--- src/rtl/verificador_ataque.sv ---
// Attack-phase referee for the 5x7 ship map: snapshots the map on iniciar,
// then classifies each fire-button edge and tracks shot mask, counters and game state.
//
// state   | meaning
// OCIOSO  | no game loaded since reset
// JOGANDO | game running, shots are resolved
// VITORIA | every ship cell hit, frozen until iniciar
// DERROTA | MAX_ERROS misses reached, frozen until iniciar
module verificador_ataque #(
    parameter int MAX_ERROS = 5
) (
    input  logic       clk,
    input  logic       rst_n,
    input  logic       iniciar,
    input  logic [6:0] mapa0,
    input  logic [6:0] mapa1,
    input  logic [6:0] mapa2,
    input  logic [6:0] mapa3,
    input  logic [6:0] mapa4,
    input  logic       atirar,
    input  logic [2:0] linha,
    input  logic [2:0] coluna,
    output logic       acerto,
    output logic       erro,
    output logic       repetido,
    output logic       invalido,
    output logic [6:0] tiros0,
    output logic [6:0] tiros1,
    output logic [6:0] tiros2,
    output logic [6:0] tiros3,
    output logic [6:0] tiros4,
    output logic [5:0] acertos,
    output logic [2:0] erros,
    output logic [5:0] restantes,
    output logic [1:0] estado,
    output logic       venceu,
    output logic       perdeu
);

    typedef enum logic [1:0] {
        OCIOSO  = 2'b00,
        JOGANDO = 2'b01,
        VITORIA = 2'b10,
        DERROTA = 2'b11
    } estado_t;

    estado_t     estado_q, estado_d;
    logic [34:0] mapa_q, mapa_d;
    logic [34:0] tiros_q, tiros_d;
    logic        atirar_q, atirar_d;
    logic        acerto_q, acerto_d;
    logic        erro_q, erro_d;
    logic        repetido_q, repetido_d;
    logic        invalido_q, invalido_d;
    logic [5:0]  acertos_q, acertos_d;
    logic [2:0]  erros_q, erros_d;
    logic [5:0]  restantes_q, restantes_d;
    logic        venceu_q, venceu_d;
    logic        perdeu_q, perdeu_d;

    logic [34:0] mapa_in;
    logic [5:0]  carga;
    logic [5:0]  alvo;
    logic        disparo;

    // Flat cell index r*7+c matches the row/column layout of the map inputs.
    assign mapa_in = {mapa4, mapa3, mapa2, mapa1, mapa0};
    assign alvo    = 6'(linha) * 6'd7 + 6'(coluna);
    assign disparo = atirar & ~atirar_q;

    always_comb begin
        carga = '0;
        for (int i = 0; i < 35; i++) begin
            carga = carga + 6'(mapa_in[i]);
        end
    end

    always_comb begin
        estado_d    = estado_q;
        mapa_d      = mapa_q;
        tiros_d     = tiros_q;
        atirar_d    = atirar;
        acerto_d    = 1'b0;
        erro_d      = 1'b0;
        repetido_d  = 1'b0;
        invalido_d  = 1'b0;
        acertos_d   = acertos_q;
        erros_d     = erros_q;
        restantes_d = restantes_q;

        if (iniciar) begin
            mapa_d      = mapa_in;
            tiros_d     = '0;
            acertos_d   = '0;
            erros_d     = '0;
            restantes_d = carga;
            estado_d    = JOGANDO;
        end else if (estado_q == JOGANDO) begin
            if (restantes_q == 6'd0) begin
                estado_d = VITORIA;
            end else if (disparo) begin
                if (linha > 3'd4 || coluna > 3'd6) begin
                    invalido_d = 1'b1;
                end else if (tiros_q[alvo]) begin
                    repetido_d = 1'b1;
                end else if (mapa_q[alvo]) begin
                    acerto_d       = 1'b1;
                    tiros_d[alvo]  = 1'b1;
                    acertos_d      = acertos_q + 6'd1;
                    restantes_d    = restantes_q - 6'd1;
                    if (restantes_q == 6'd1) begin
                        estado_d = VITORIA;
                    end
                end else begin
                    erro_d        = 1'b1;
                    tiros_d[alvo] = 1'b1;
                    erros_d       = erros_q + 3'd1;
                    if (erros_d == 3'(MAX_ERROS)) begin
                        estado_d = DERROTA;
                    end
                end
            end
        end

        venceu_d = (estado_d == VITORIA);
        perdeu_d = (estado_d == DERROTA);
    end

    always_ff @(posedge clk or negedge rst_n) begin
        if (!rst_n) begin
            estado_q    <= OCIOSO;
            mapa_q      <= '0;
            tiros_q     <= '0;
            atirar_q    <= 1'b0;
            acerto_q    <= 1'b0;
            erro_q      <= 1'b0;
            repetido_q  <= 1'b0;
            invalido_q  <= 1'b0;
            acertos_q   <= '0;
            erros_q     <= '0;
            restantes_q <= '0;
            venceu_q    <= 1'b0;
            perdeu_q    <= 1'b0;
        end else begin
            estado_q    <= estado_d;
            mapa_q      <= mapa_d;
            tiros_q     <= tiros_d;
            atirar_q    <= atirar_d;
            acerto_q    <= acerto_d;
            erro_q      <= erro_d;
            repetido_q  <= repetido_d;
            invalido_q  <= invalido_d;
            acertos_q   <= acertos_d;
            erros_q     <= erros_d;
            restantes_q <= restantes_d;
            venceu_q    <= venceu_d;
            perdeu_q    <= perdeu_d;
        end
    end

    assign acerto    = acerto_q;
    assign erro      = erro_q;
    assign repetido  = repetido_q;
    assign invalido  = invalido_q;
    assign tiros0    = tiros_q[6:0];
    assign tiros1    = tiros_q[13:7];
    assign tiros2    = tiros_q[20:14];
    assign tiros3    = tiros_q[27:21];
    assign tiros4    = tiros_q[34:28];
    assign acertos   = acertos_q;
    assign erros     = erros_q;
    assign restantes = restantes_q;
    assign estado    = estado_q;
    assign venceu    = venceu_q;
    assign perdeu    = perdeu_q;

endmodule

--- config.mk ---
export PLATFORM = sky130hd
export DESIGN_NAME = verificador_ataque
export DESIGN_NICKNAME = d
export VERILOG_FILES = /design/src/rtl/verificador_ataque.sv
export SDC_FILE = /design/constraint.sdc
export NUM_CORES = 1
export LEC_CHECK = 0
export BUFFER_PORTS_ARGS = -buffer_cell sky130_fd_sc_hd__buf_2
export CAP_MARGIN = 20
export CORE_MARGIN = 3
export CORE_UTILIZATION = 38
export CTS_CLUSTER_DIAMETER = 80
export DETAILED_ROUTE_END_ITERATION = 7
export PLACE_DENSITY = 0.54
export SYNTH_ARGS = -nofsm -noshare
export SYNTH_HDL_FRONTEND = slang
export SYNTH_SLANG_ARGS = --single-unit
export TNS_END_PERCENT = 10
--- constraint.sdc ---
create_clock -name clk -period 6 [get_ports clk]
set_input_delay 0.6 -clock clk [delete_from_list [all_inputs] [get_ports clk]]
set_output_delay 0.6 -clock clk [all_outputs]
set_load 0.03 [all_outputs]
After elaboration in Yosys (flattened, before gate mapping) --
Index checks and enable logic that the tools add are counted.
Storage, ports and cells: bits in registers 94, output and inout port bits 58, logic and storage cells 144
Operators by class: $add $sub $neg 38, $mul 1, magnitude comparators 4, equal/unequal tests 9, multiplexer cells 67, bitwise gates (word level) 3, reduce and logical (&&, ||, !) cells 9
Operator list (number):
- $mux 35 | 6
- $add 6x1->6 | 29
- $mux 6 | 14
- $or 35x35->35 | 1
- $mux 1 | 28
- $mux 3 | 7
- $mux 2 | 9
- $bmux 1 s6 | 2
- $reduce_and 6->1 | 2
- $ne 2x2->1 const B | 4
- $lt 6x7->1 const B | 1
- $add 5x1->6 | 1
- $add 6x1->6 const B | 1
- $add 6x3->6 | 1
- $demux 1 s6 | 1
- $eq 6x1->1 const B | 1
- $ge 6x1->1 const B | 1
- $gt 3x3->1 const B | 2
- $logic_not 6->1 | 1
- $mul 3x3->6 const B | 1
- $reduce_bool 2->1 | 3
- $sub 6x1->6 const B | 1
- $add 4x1->5 | 1
- $reduce_and 5->1 | 1
- 11 further kinds | 12

Logic depth before layout (Yosys ltp) --
Gate-level depths: netlist (run 1).
depth in word-level cells 35, mapped depth 19

Worst setup path after synthesis (run 1) --
Ideal clock, no wire load.
path type input to register, start in mapa1[4], end reg restantes_q[4], in the netlist restantes[4], setup time 0.146 ns, arrival time 4.987 ns, slack 0.868 ns, stages 17, cells stage by stage inv_1 fa_1 inv_1 fa_1 inv_1 fa_1 fa_1 fa_1 fa_1 fa_1 fa_1 inv_1 a21o_1 a21oi_1 xor2_1 a21oi_1 o311ai_0
On the way: longest elaborated chain between the ends 25
RTL lines:
- from (decl) | RTL line 16 | input logic [6:0] mapa1,
- $add 6x1->6 (24 in series) | RTL line 74 | carga = carga + 6'(mapa_in[i]);
- $mux 6 | RTL line 91 | if (iniciar) begin
- to (signal assigned) | RTL line 155 | restantes_q <= restantes_d;
- to (decl) | RTL line 57 | logic [5:0] restantes_q, restantes_d;
Every way passes these cells. A chain may end at the register's enable or synchronous reset.

Worst setup path after layout (run 1) --
Same ends and word-level chain as after synthesis.

==> results of run 1 <==
-- layout make-up --
class,instances,share of cell area
Timing Repair Buffer,112,0.08601
Clock inverter,7,0.01057
Clock buffer,9,0.03172
Multi-Input combinational cell,357,0.4625
Tap cell,211,0.03719
Inverter,77,0.04071
Sequential cell,94,0.3313
-- flip-flops by register name (all words and copies together) (netlist names), 2 cells and up --
name	count
erros	3
restantes	6
tiros_q	35
acertos	6
mapa_q	35
estado	2
-- worst reg2reg max path, cell delays in order, from the launching register on --
cell and delay (ns):
dfrtp_1 0.40, mux4_1 0.52, mux2i_1 0.17, mux2i_1 0.10
mux2_4 0.29, a21boi_4 0.45, buf_4 0.44, a41oi_1 0.20
nor2_1 0.14
-- kinds of logic after synthesis --
logic type      share of synthesized area
simple gates                       0.1085
flops                              0.3847
xor+xnor                          0.01555
buf+inv                           0.08001
compound gates                     0.1132
mux                                0.1496
fa+ha+maj                          0.1486
-- final timing paths --
path                                         start                        to  slack, ns  depth (start not counted)
min in group clk                            atirar        atirar_q$_DFF_PN0_       0.38                          1
max in group asynchronous                    rst_n   tiros_q[22]$_DFFE_PN0P_       4.67                          2
min                                          rst_n     mapa_q[1]$_DFFE_PN0P_       0.24                          1
max reg2reg                tiros_q[10]$_DFFE_PN0P_   tiros_q[26]$_DFFE_PN0P_       3.19                          8
min reg2reg                     atirar_q$_DFF_PN0_        invalido$_DFF_PN0_       0.42                          1
max                                       mapa1[4]  restantes[4]$_DFFE_PN0P_       0.93                         18
-- Yosys cell counts (all sizes together) (13+ instances only) --
cell type  count
dfrtp         94
nand2         15
inv           77
buf           17
ha            23
nor2          61
fa            31
mux2          42
a41oi         36
mux4          13
mux2i         13
clkbuf        18
-- metrics by stage --
step           utilization  worst slack, ns  area, um2
6_report            0.4585           0.9286       7099
5_1_grt             0.4585           0.6979       7099
4_1_cts             0.4567           0.9476       7072
3_5_place_dp        0.4373           0.5840       6771
3_3_place_gp        0.4373           0.6507       6771
2_1_floorplan            -           0.8676       6115
-- per-layer routing --
layer,part of all wire,track usage,vias up
met5,0,0,-
met4,0.012,0.05485,0
met3,0.061,0.03916,11
met2,0.47,0.2808,128
met1,0.46,0.2574,2359
li1,-,-,2174
-- report_power, final --
part	switching (uW)	total (uW)	internal (uW)
Combinational	744	1260	520
Sequential	48.2	737	688
Clock	264	588	324
Total	1060	2590	1530
==> impl_metrics.csv, run 1 <==
group,metric,value,unit
run_status,run_status,"complete, no violations",
timing,fin_setup_tns,0,ns
cts,cts_resized,0,
final_layout,n_fill_cell,1513,
global_routing,grt_max_degree,55,
final_layout,diodes,0,
floorplanning,die_area,17650,um2
placement,post-dp-hpwl,11.62,mm
timing,whs,0.2437,ns
logic_synthesis,synth_top_cell_by_area,"dfrtp_1",
route,drc,0,
power,p_leak,0.003458,uW
final_layout,area_delta_synth_final,16.10,%
floorplanning,dieHeight,132.9,um
cts,cts_max_level,3,
timing,rsz0062_at_grt,"false",
route,vias,4672,
placement,port_buffers,102,
final_layout,nets,750,
setup_path,cp_max_fo,2,
final_layout,final_common_cell,"buf_2",
global_routing,grt_overflow,0,
cts,ctsHoldBuffers,0,
timing,max_freq,197.2,MHz
power,p_per_area,364.6,nW/um2
floorplanning,core.rowCount,45,
cts,clkSlewWorstSetupHoldPaths,0.07,ns
timing,slew_headroom,0.2683,
setup_path,max_stage_delay,0.53,ns
route,via_per_inst,5.389,
final_layout,drive_gt1_frac,0.2790,
logic_synthesis,syn_nets,663,
cts,clkLatencyLatePin,0.35,ns
logic_synthesis,synth_edf_count,0,
logic_synthesis,synth_area_per_cell,10.84,um2
global_routing,antenna_found_initial,0,
logic_synthesis,synth-main-ff-cell,"dfrtp_1",
floorplanning,ioPinCount,103,
logic_synthesis,ys_seq_area_frac,0.3847,
logic_synthesis,syn-cell-area,6115,um2
logic_synthesis,synthCells,564,
min_path,hold_class,"in2async",
route,wl_per_cell,18.03,um
floorplanning,initial_core_util,0.3949,
timing,finClkSkew,0.008326,ns
cts,post-cts-setup-buffers,0,
timing,period_share,0.8452,
setup_path,cp_common_cell,"fa_1",
setup_path,worstPathRequired,6.19,ns
timing,finalMaxSlewViolations,0,
placement,gp_congestion,0.8140,
placement,place_inst,850,
job,drv_cap,0,
route,postRouteWirelength,15.63,mm
global_routing,grt_first_pass_wirelength,25.79,mm
logic_synthesis,ys_ff_latch,94,
floorplanning,fp.coreArea,15480,um2
final_layout,layout_common_cells,"buf_2 (100), dfrtp_1 (94), inv_1 (77)",
final_layout,final_cell_count_no_fill,867,
logic_synthesis,synth-async-reset-ratio,1.000,
setup_path,critPathKind,"in2reg",
final_layout,seq_area,2352,um2
route,dr.pass1.iters,5,
route,final_antenna_net_count,0,
cts,cts_tree,"yes",
setup_path,path_buf_inv,5,
final_layout,multi_input_area,3283,um2
timing,post-route-min-period,5.071,ns
setup_path,startpoint_type,"primary input",
logic_synthesis,synth_top_area_share,0.3847,
timing,worstMarginPinSlew,1.094,ns
timing,setup_viol,0,
route,drt_iter0_markers,314,
logic_synthesis,yosysWarnings,0,
global_routing,grt_pass1_vias,4837,
setup_path,worstPathArrival,5.26,ns
power,p_total,2588,uW
floorplanning,dieWidth,132.9,um
setup_path,endpoint_kind,"register",
setup_path,critPathTopFamily,"adder cells",
cts,clock_sinks,94,
power,peakVddDrop,0.2456,mV
global_routing,grt_util_all_layers,0.1818,
cts,cts_buffers,9,
logic_synthesis,synth.area.top_cells,"dfrtp_1 (38%), fa_1 (10%), mux2_2 (7.6%), a41oi_1 (5.2%), inv_1 (4.7%)",
setup_path,crit_path_top_delay_cell,"fa_1",
timing,hold_viol,0,
cts,clockBufferDepth,2,
cts,cts-root-buf,"clkbuf_16",
setup_path,crit_chain,"buf_2 -> inv_1 -> fa_1 -> inv_1 -> fa_1 -> inv_1 -> fa_1 -> fa_1 -> fa_1 -> fa_1 -> fa_1 -> fa_1 -> inv_1 -> a21o_1 -> a21oi_1 -> xor2_1 -> a21oi_1 -> o311ai_0",
logic_synthesis,synth.distinct_cells,61,
No activity file was read; power rests on OpenSTA's default activity.
==> inputs of run 2 (changes only) <==
ABC_AREA = 1   (was default)
PLACE_DENSITY = 0.56   (was 0.54)
clock period = 4.09 ns   (was 6 ns; I/O delays follow)
==> impl_metrics.csv, run 2 <==
group,metric,value,unit
logic_synthesis,synth_area_per_cell,7.859,um2
cts,clock_sinks,94,
final_layout,final_area,7428,um2
route,drt_iter0_markers,293,
cts,cts_buffers,9,
floorplanning,die_area,17130,um2
setup_path,worstPathArrival,4.89,ns
logic_synthesis,synth.distinct_cells,34,
setup_path,cp_max_fo,2,
timing,hold_viol,0,
global_routing,grt_first_pass_wirelength,25.27,mm
timing,post-route-min-period,4.657,ns
final_layout,biggestRegsByFlops,"mapa_q: 35 flops, tiros_q: 35 flops",
logic_synthesis,yosysWarnings,0,
placement,gp_congestion,0.8267,
floorplanning,dieWidth,130.9,um
power,peakVddDrop,0.3880,mV
cts,post-cts-setup-buffers,0,
route,drc,0,
setup_path,startpoint,"mapa3[0]",
timing,worstMarginPinSlew,0.9504,ns
logic_synthesis,ys_ff_latch,94,
cts,clkSlewWorstSetupHoldPaths,0.07,ns
logic_synthesis,synth-main-ff-cell,"dfrtp_1",
final_layout,area_delta_synth_final,25.36,%
power,p_leak,0.004005,uW
power,p_per_area,528.0,nW/um2
final_layout,drive_gt1_frac,0.2350,
global_routing,grt_pass1_vias,4929,
setup_path,reg2reg_from,"restantes[0]$_DFFE_PN0P_",
route,postRouteWirelength,15.65,mm
setup_path,startpoint_type,"primary input",
floorplanning,ioPinCount,103,
route,wl_per_cell,14.19,um
global_routing,grt_max_degree,68,
logic_synthesis,synthTopCellsByCount,"nand2_1 (168), inv_1 (148), dfrtp_1 (94)",
job,drv_cap,0,
placement,place_inst,1087,
run_status,run_status,"complete, but fails checks",
logic_synthesis,syn-cell-area,5926,um2
logic_synthesis,synth_edf_count,0,
floorplanning,fp.coreArea,15200,um2
run_status,failed_checks,"negative setup slack",
route,vias,5137,
cts,clkLatencyLatePin,0.35,ns
min_path,hold_class,"in2async",
global_routing,antenna_found_initial,0,
logic_synthesis,ys_seq_area_frac,0.3970,
timing,max_freq,214.7,MHz
setup_path,endpoint_kind,"register",
logic_synthesis,synth.most_common_cell,"nand2_1",
final_layout,diodes,0,
logic_synthesis,synthCells,754,
floorplanning,dieHeight,130.9,um
timing,slew_headroom,0.3625,
cts,ctsHoldBuffers,0,
setup_path,critPathKind,"in2reg",
global_routing,grt_overflow,0,
floorplanning,initial_core_util,0.3898,
setup_path,worstPathRequired,4.33,ns
logic_synthesis,synth-async-reset-ratio,1.000,
final_layout,nets,1009,
logic_synthesis,synth.area.top_cells,"dfrtp_1 (40%), nand2_1 (11%), fa_1 (10%), inv_1 (9.4%), ha_1 (4.9%)",
placement,placed_cell_area,7103,um2
timing,whs,0.1293,ns
cts,clockBufferDepth,2,
timing,setup_ws,-0.5669,ns
route,dr.pass1.iters,4,
placement,port_buffers,102,
cts,cts-root-buf,"clkbuf_16",
logic_synthesis,syn_nets,853,
placement,post-dp-hpwl,11.96,mm
logic_synthesis,synth_top_cell_by_area,"dfrtp_1",
logic_synthesis,synth_top_area_share,0.3970,
final_layout,final_common_cell,"nand2_1",
timing,finClkSkew,0.009964,ns
route,final_antenna_net_count,0,
route,via_per_inst,4.657,
cts,cts_tree,"yes",
final_layout,final_cell_count_no_fill,1103,
timing,finalMaxSlewViolations,0,
final_layout,layout_common_cells,"nand2_1 (167), inv_1 (143), buf_2 (99)",
cts,cts_max_level,3,
global_routing,grt_util_all_layers,0.1897,
timing,period_share,1.139,
timing,setup_viol,5,
timing,rsz0062_at_grt,"true",
floorplanning,core.rowCount,45,
==> run 2: cell types whose count changed after synthesis, sizes merged, moves of 11 or more <==
cell,delta
nand2,+155
inv,+77
o21ai,+66
nand3,+46
mux2,-42
a41oi,-36
a21oi,+28
mux2i,-13
mux4,-13
nor2b,-11
==> run 2: cells by family after synthesis <==
| kind of cell | synth area share |
|---|---|
| buffers and inverters | 0.1149 |
| adder cells (fa/ha/maj) | 0.1533 |
| flip-flops | 0.3970 |
| AND/OR/NAND/NOR | 0.2166 |
| XOR/XNOR | 0.01161 |
| AO/OA/AOI/OAI | 0.1066 |
==> run 2: power breakdown <==
group / switching (uW) / internal, uW
clock: 371 / 466
combinational: 1190 / 817
sequential: 61.6 / 1010
==> run 2: cell type report <==
cell class / count / area [um2]
Multi-Input combinational cell: 483 / 2913
Fill cell: 1553 / 7774
Tap cell: 188 / 235.2
Sequential cell: 94 / 2352
Inverter: 155 / 581.8
Clock inverter: 3 / 25.02
Timing Repair Buffer: 167 / 1051
Clock buffer: 13 / 270.3
==> run 2: through the flow <==
stage | setup WS [ns] | total power [uW] | TNS, ns | util
6_report | -0.5669 | 3922 | -1.890 | 0.4886
4_1_cts | -0.5774 | 3946 | -1.968 | 0.4881
3_5_place_dp | -1.090 | 3057 | -5.901 | 0.4672
2_1_floorplan | -0.7354 | 2446 | -2.853 | -
3_3_place_gp | -1.061 | 3054 | -6.534 | 0.4672
5_1_grt | -0.7732 | 4288 | -3.043 | 0.4886
==> run 2: worst paths after layout <==
check / end / slack [ns] / cells past startpoint
max reg2reg: restantes[1]$_DFFE_PN0P_ / 1.58 / 17
max in group asynchronous: mapa_q[10]$_DFFE_PN0P_ / 3.03 / 2
min: tiros_q[17]$_DFFE_PN0P_ / 0.13 / 1
min in group clk: atirar_q$_DFF_PN0_ / 0.19 / 1
min reg2reg: mapa_q[32]$_DFFE_PN0P_ / 0.47 / 2
max: restantes[4]$_DFFE_PN0P_ / -0.57 / 19
==> run 2: layer usage <==
layer	vias to the layer above	GRT usage	wire length [um]	part of all wire
li1	2643	-	-	-
met1	2374	0.2770	7717	0.49
met2	111	0.2990	7185	0.46
met3	9	0.03008	634	0.041
met4	0	0.04235	115	0.0073
met5	-	0	0	0
==> run 2: what timing repair did <==
action                                  in CTS  in global routing
gates resized for setup                     11                  3
endpoints found under the setup margin       6                  7
pin swaps                                    9                  0
==> run 2: worst max-delay path: stages <==
cell	delay, ns
buf_6	0.10
fa_1	0.55
inv_2	0.05
fa_2	0.54
fa_1	0.45
fa_1	0.46
fa_1	0.52
fa_1	0.43
fa_2	0.37
fa_2	0.34
inv_2	0.07
nand2_2	0.05
nand2_1	0.06
a21oi_1	0.05
inv_1	0.07
o21ai_1	0.05
a21oi_1	0.16
a31o_2	0.11
a21oi_1	0.06
==> inputs of run 3 (changes only) <==
CORE_UTILIZATION = 51   (was 38)
PLACE_DENSITY = 0.73   (was 0.56)
SKIP_LAST_GASP = 1   (was default)
==> impl_metrics.csv, run 3 (synthesis gave the netlist of run 2 again) <==
group,metric,value,unit
floorplanning,core.rowCount,38,
setup_path,cp_max_fo,2,
power,pwr-share-seq,0.269,
route,dr.pass1.iters,7,
cts,clock_sinks,94,
placement,gp_congestion,0.9081,
setup_path,cp_common_cell,"fa_1",
global_routing,grt_overflow,0,
floorplanning,initial_core_util,0.5349,
floorplanning,ioPinCount,103,
cts,clkSlewWorstSetupHoldPaths,0.06,ns
power,p_per_area,547.1,nW/um2
floorplanning,die_area,12950,um2
route,via_per_inst,5.179,
final_layout,diodes,0,
final_layout,n_fill_cell,934,
timing,finClkSkew,0.009005,ns
placement,place_inst,1037,
min_path,hold_class,"in2reg",
timing,max_freq,207.7,MHz
final_layout,layout_common_cells,"nand2_1 (167), inv_1 (145), buf_2 (100)",
final_layout,final_common_cell,"nand2_1",
power,sw_frac_of_total,0.4158,
power,p_leak,0.004001,uW
timing,rsz0062_at_grt,"true",
timing,hold_viol,0,
setup_path,worstPathRequired,4.32,ns
setup_path,crit_chain,"buf_8 -> fa_1 -> inv_2 -> fa_1 -> fa_1 -> fa_1 -> fa_1 -> fa_1 -> fa_2 -> fa_2 -> inv_2 -> nand2_2 -> nand2_1 -> a21oi_1 -> inv_1 -> o21ai_2 -> a21oi_2 -> a31o_2 -> a21oi_2",
power,power.switching,1669,uW
timing,worstMarginPinSlew,0.9333,ns
setup_path,path_depth,19,
power,peakVddDrop,0.4688,mV
timing,finalMaxSlewViolations,0,
final_layout,drive_gt1_frac,0.2344,
setup_path,reg2regPathDepth,18,
placement,post-dp-hpwl,11.92,mm
route,wl_per_cell,15.14,um
power,pwr-share-comb,0.526,
setup_path,critPathTopFamily,"adder cells",
global_routing,grt_util_all_layers,0.2575,
final_layout,biggestRegsByFlops,"mapa_q: 35 flops, tiros_q: 35 flops",
timing,setup_ws,-0.7256,ns
final_layout,nets,1009,
power,intPower,2345,uW
final_layout,final_cell_count_no_fill,1053,
timing,slew_headroom,0.3778,
cts,cts_buffers,9,
timing,post-route-min-period,4.816,ns
global_routing,antenna_found_initial,0,
setup_path,critPathKind,"in2reg",
min_path,min_path_cells,1,
cts,ctsHoldBuffers,0,
power,p_total,4014,uW
floorplanning,fp.coreArea,11080,um2
global_routing,grt_max_degree,72,
cts,cts_max_level,3,
route,drc,0,
floorplanning,dieHeight,113.8,um
placement,port_buffers,102,
setup_path,endpoint_kind,"register",
power,pwr-share-clk,0.205,
global_routing,grt_pass1_vias,5411,
run_status,failed_checks,"negative setup slack",
route,vias,5454,
setup_path,path_buf_inv,4,
cts,clockBufferDepth,2,
floorplanning,dieWidth,113.8,um
placement,pre_cts_slack,-1.071,ns
setup_path,max_stage_delay,0.55,ns
route,final_antenna_net_count,0,
run_status,run_status,"complete, but fails checks",
cts,cts_tree,"yes",
timing,setup_viol,6,
route,postRouteWirelength,15.95,mm
cts,cts-root-buf,"clkbuf_16",
final_layout,area_delta_synth_final,23.82,%
setup_path,crit_path_top_delay_cell,"fa_1",
setup_path,startpoint_type,"primary input",
timing,fin_setup_tns,-2.910,ns
route,drt_iter0_markers,482,
timing,period_share,1.177,
cts,clkLatencyLatePin,0.34,ns
global_routing,grt_first_pass_wirelength,26.23,mm
setup_path,worstPathArrival,5.05,ns
job,drv_cap,0,
run 3: area by class of cell:
cell class,instances,area (um2),share of cell area
Sequential cell,94,2352,0.3206
Multi-Input combinational cell,483,2914,0.3972
Clock buffer,9,225.2,0.03070
Timing Repair Buffer,167,1036,0.1412
Inverter,155,581.8,0.07930
Clock inverter,5,52.55,0.007162
Tap cell,140,175.2,0.02387
run 3: path summary, 6_finish.rpt:
kind                       slack (ns)                        to                      from
min                              0.20        atirar_q$_DFF_PN0_                    atirar
max in group asynchronous        2.99          acerto$_DFF_PN0_                     rst_n
min in group asynchronous        0.22   tiros_q[22]$_DFFE_PN0P_                     rst_n
max                             -0.73  restantes[4]$_DFFE_PN0P_                  mapa3[0]
max reg2reg                      1.52      erros[0]$_DFFE_PN0P_  restantes[0]$_DFFE_PN0P_
min reg2reg                      0.49     mapa_q[2]$_DFFE_PN0P_     mapa_q[2]$_DFFE_PN0P_
run 3: stage by stage:
step                      hold WS, ns  area, um2    util
final                          0.1967       7337  0.6623
after global routing           0.1950       7337  0.6623
after CTS                      0.1929       7296  0.6586
after detailed placement       0.4632       7015  0.6333
after global placement         0.4599       7015  0.6333
after floorplan                0.1134       5928       -
run 3: routing by layer:
metal	track usage	share of wire
met1	0.3501	0.43
met5	0	0
met3	0.03395	0.061
met4	0.08947	0.021
met2	0.4280	0.49
run 3: power groups by stage:
stage	combinational (uW)	clock, uW	sequential, uW
after global routing	2440	871	1090
after detailed placement	1970	0	1090
after global placement	1910	0	1090
after CTS	1980	826	1080
final	2110	821	1080
after floorplan	1260	0	1180
run 3: repair_timing:
item | in CTS | in global routing
endpoints found under the setup margin | 6 | 16
buffers inserted | 0 | 2
pin swaps | 7 | 13
gates resized for setup | 1 | 12
hold endpoints to repair | 0 | 0
run 3: worst register-to-register path: cells and delay by family, from the launching register on:
family / cells / cell delay, ns
AOI/OAI and AO/OA: 1 / 0.09
adders and majority gates: 1 / 0.21
buffers and inverters: 7 / 0.66
DFF: 1 / 0.41
and+or+nand+nor: 9 / 1.07
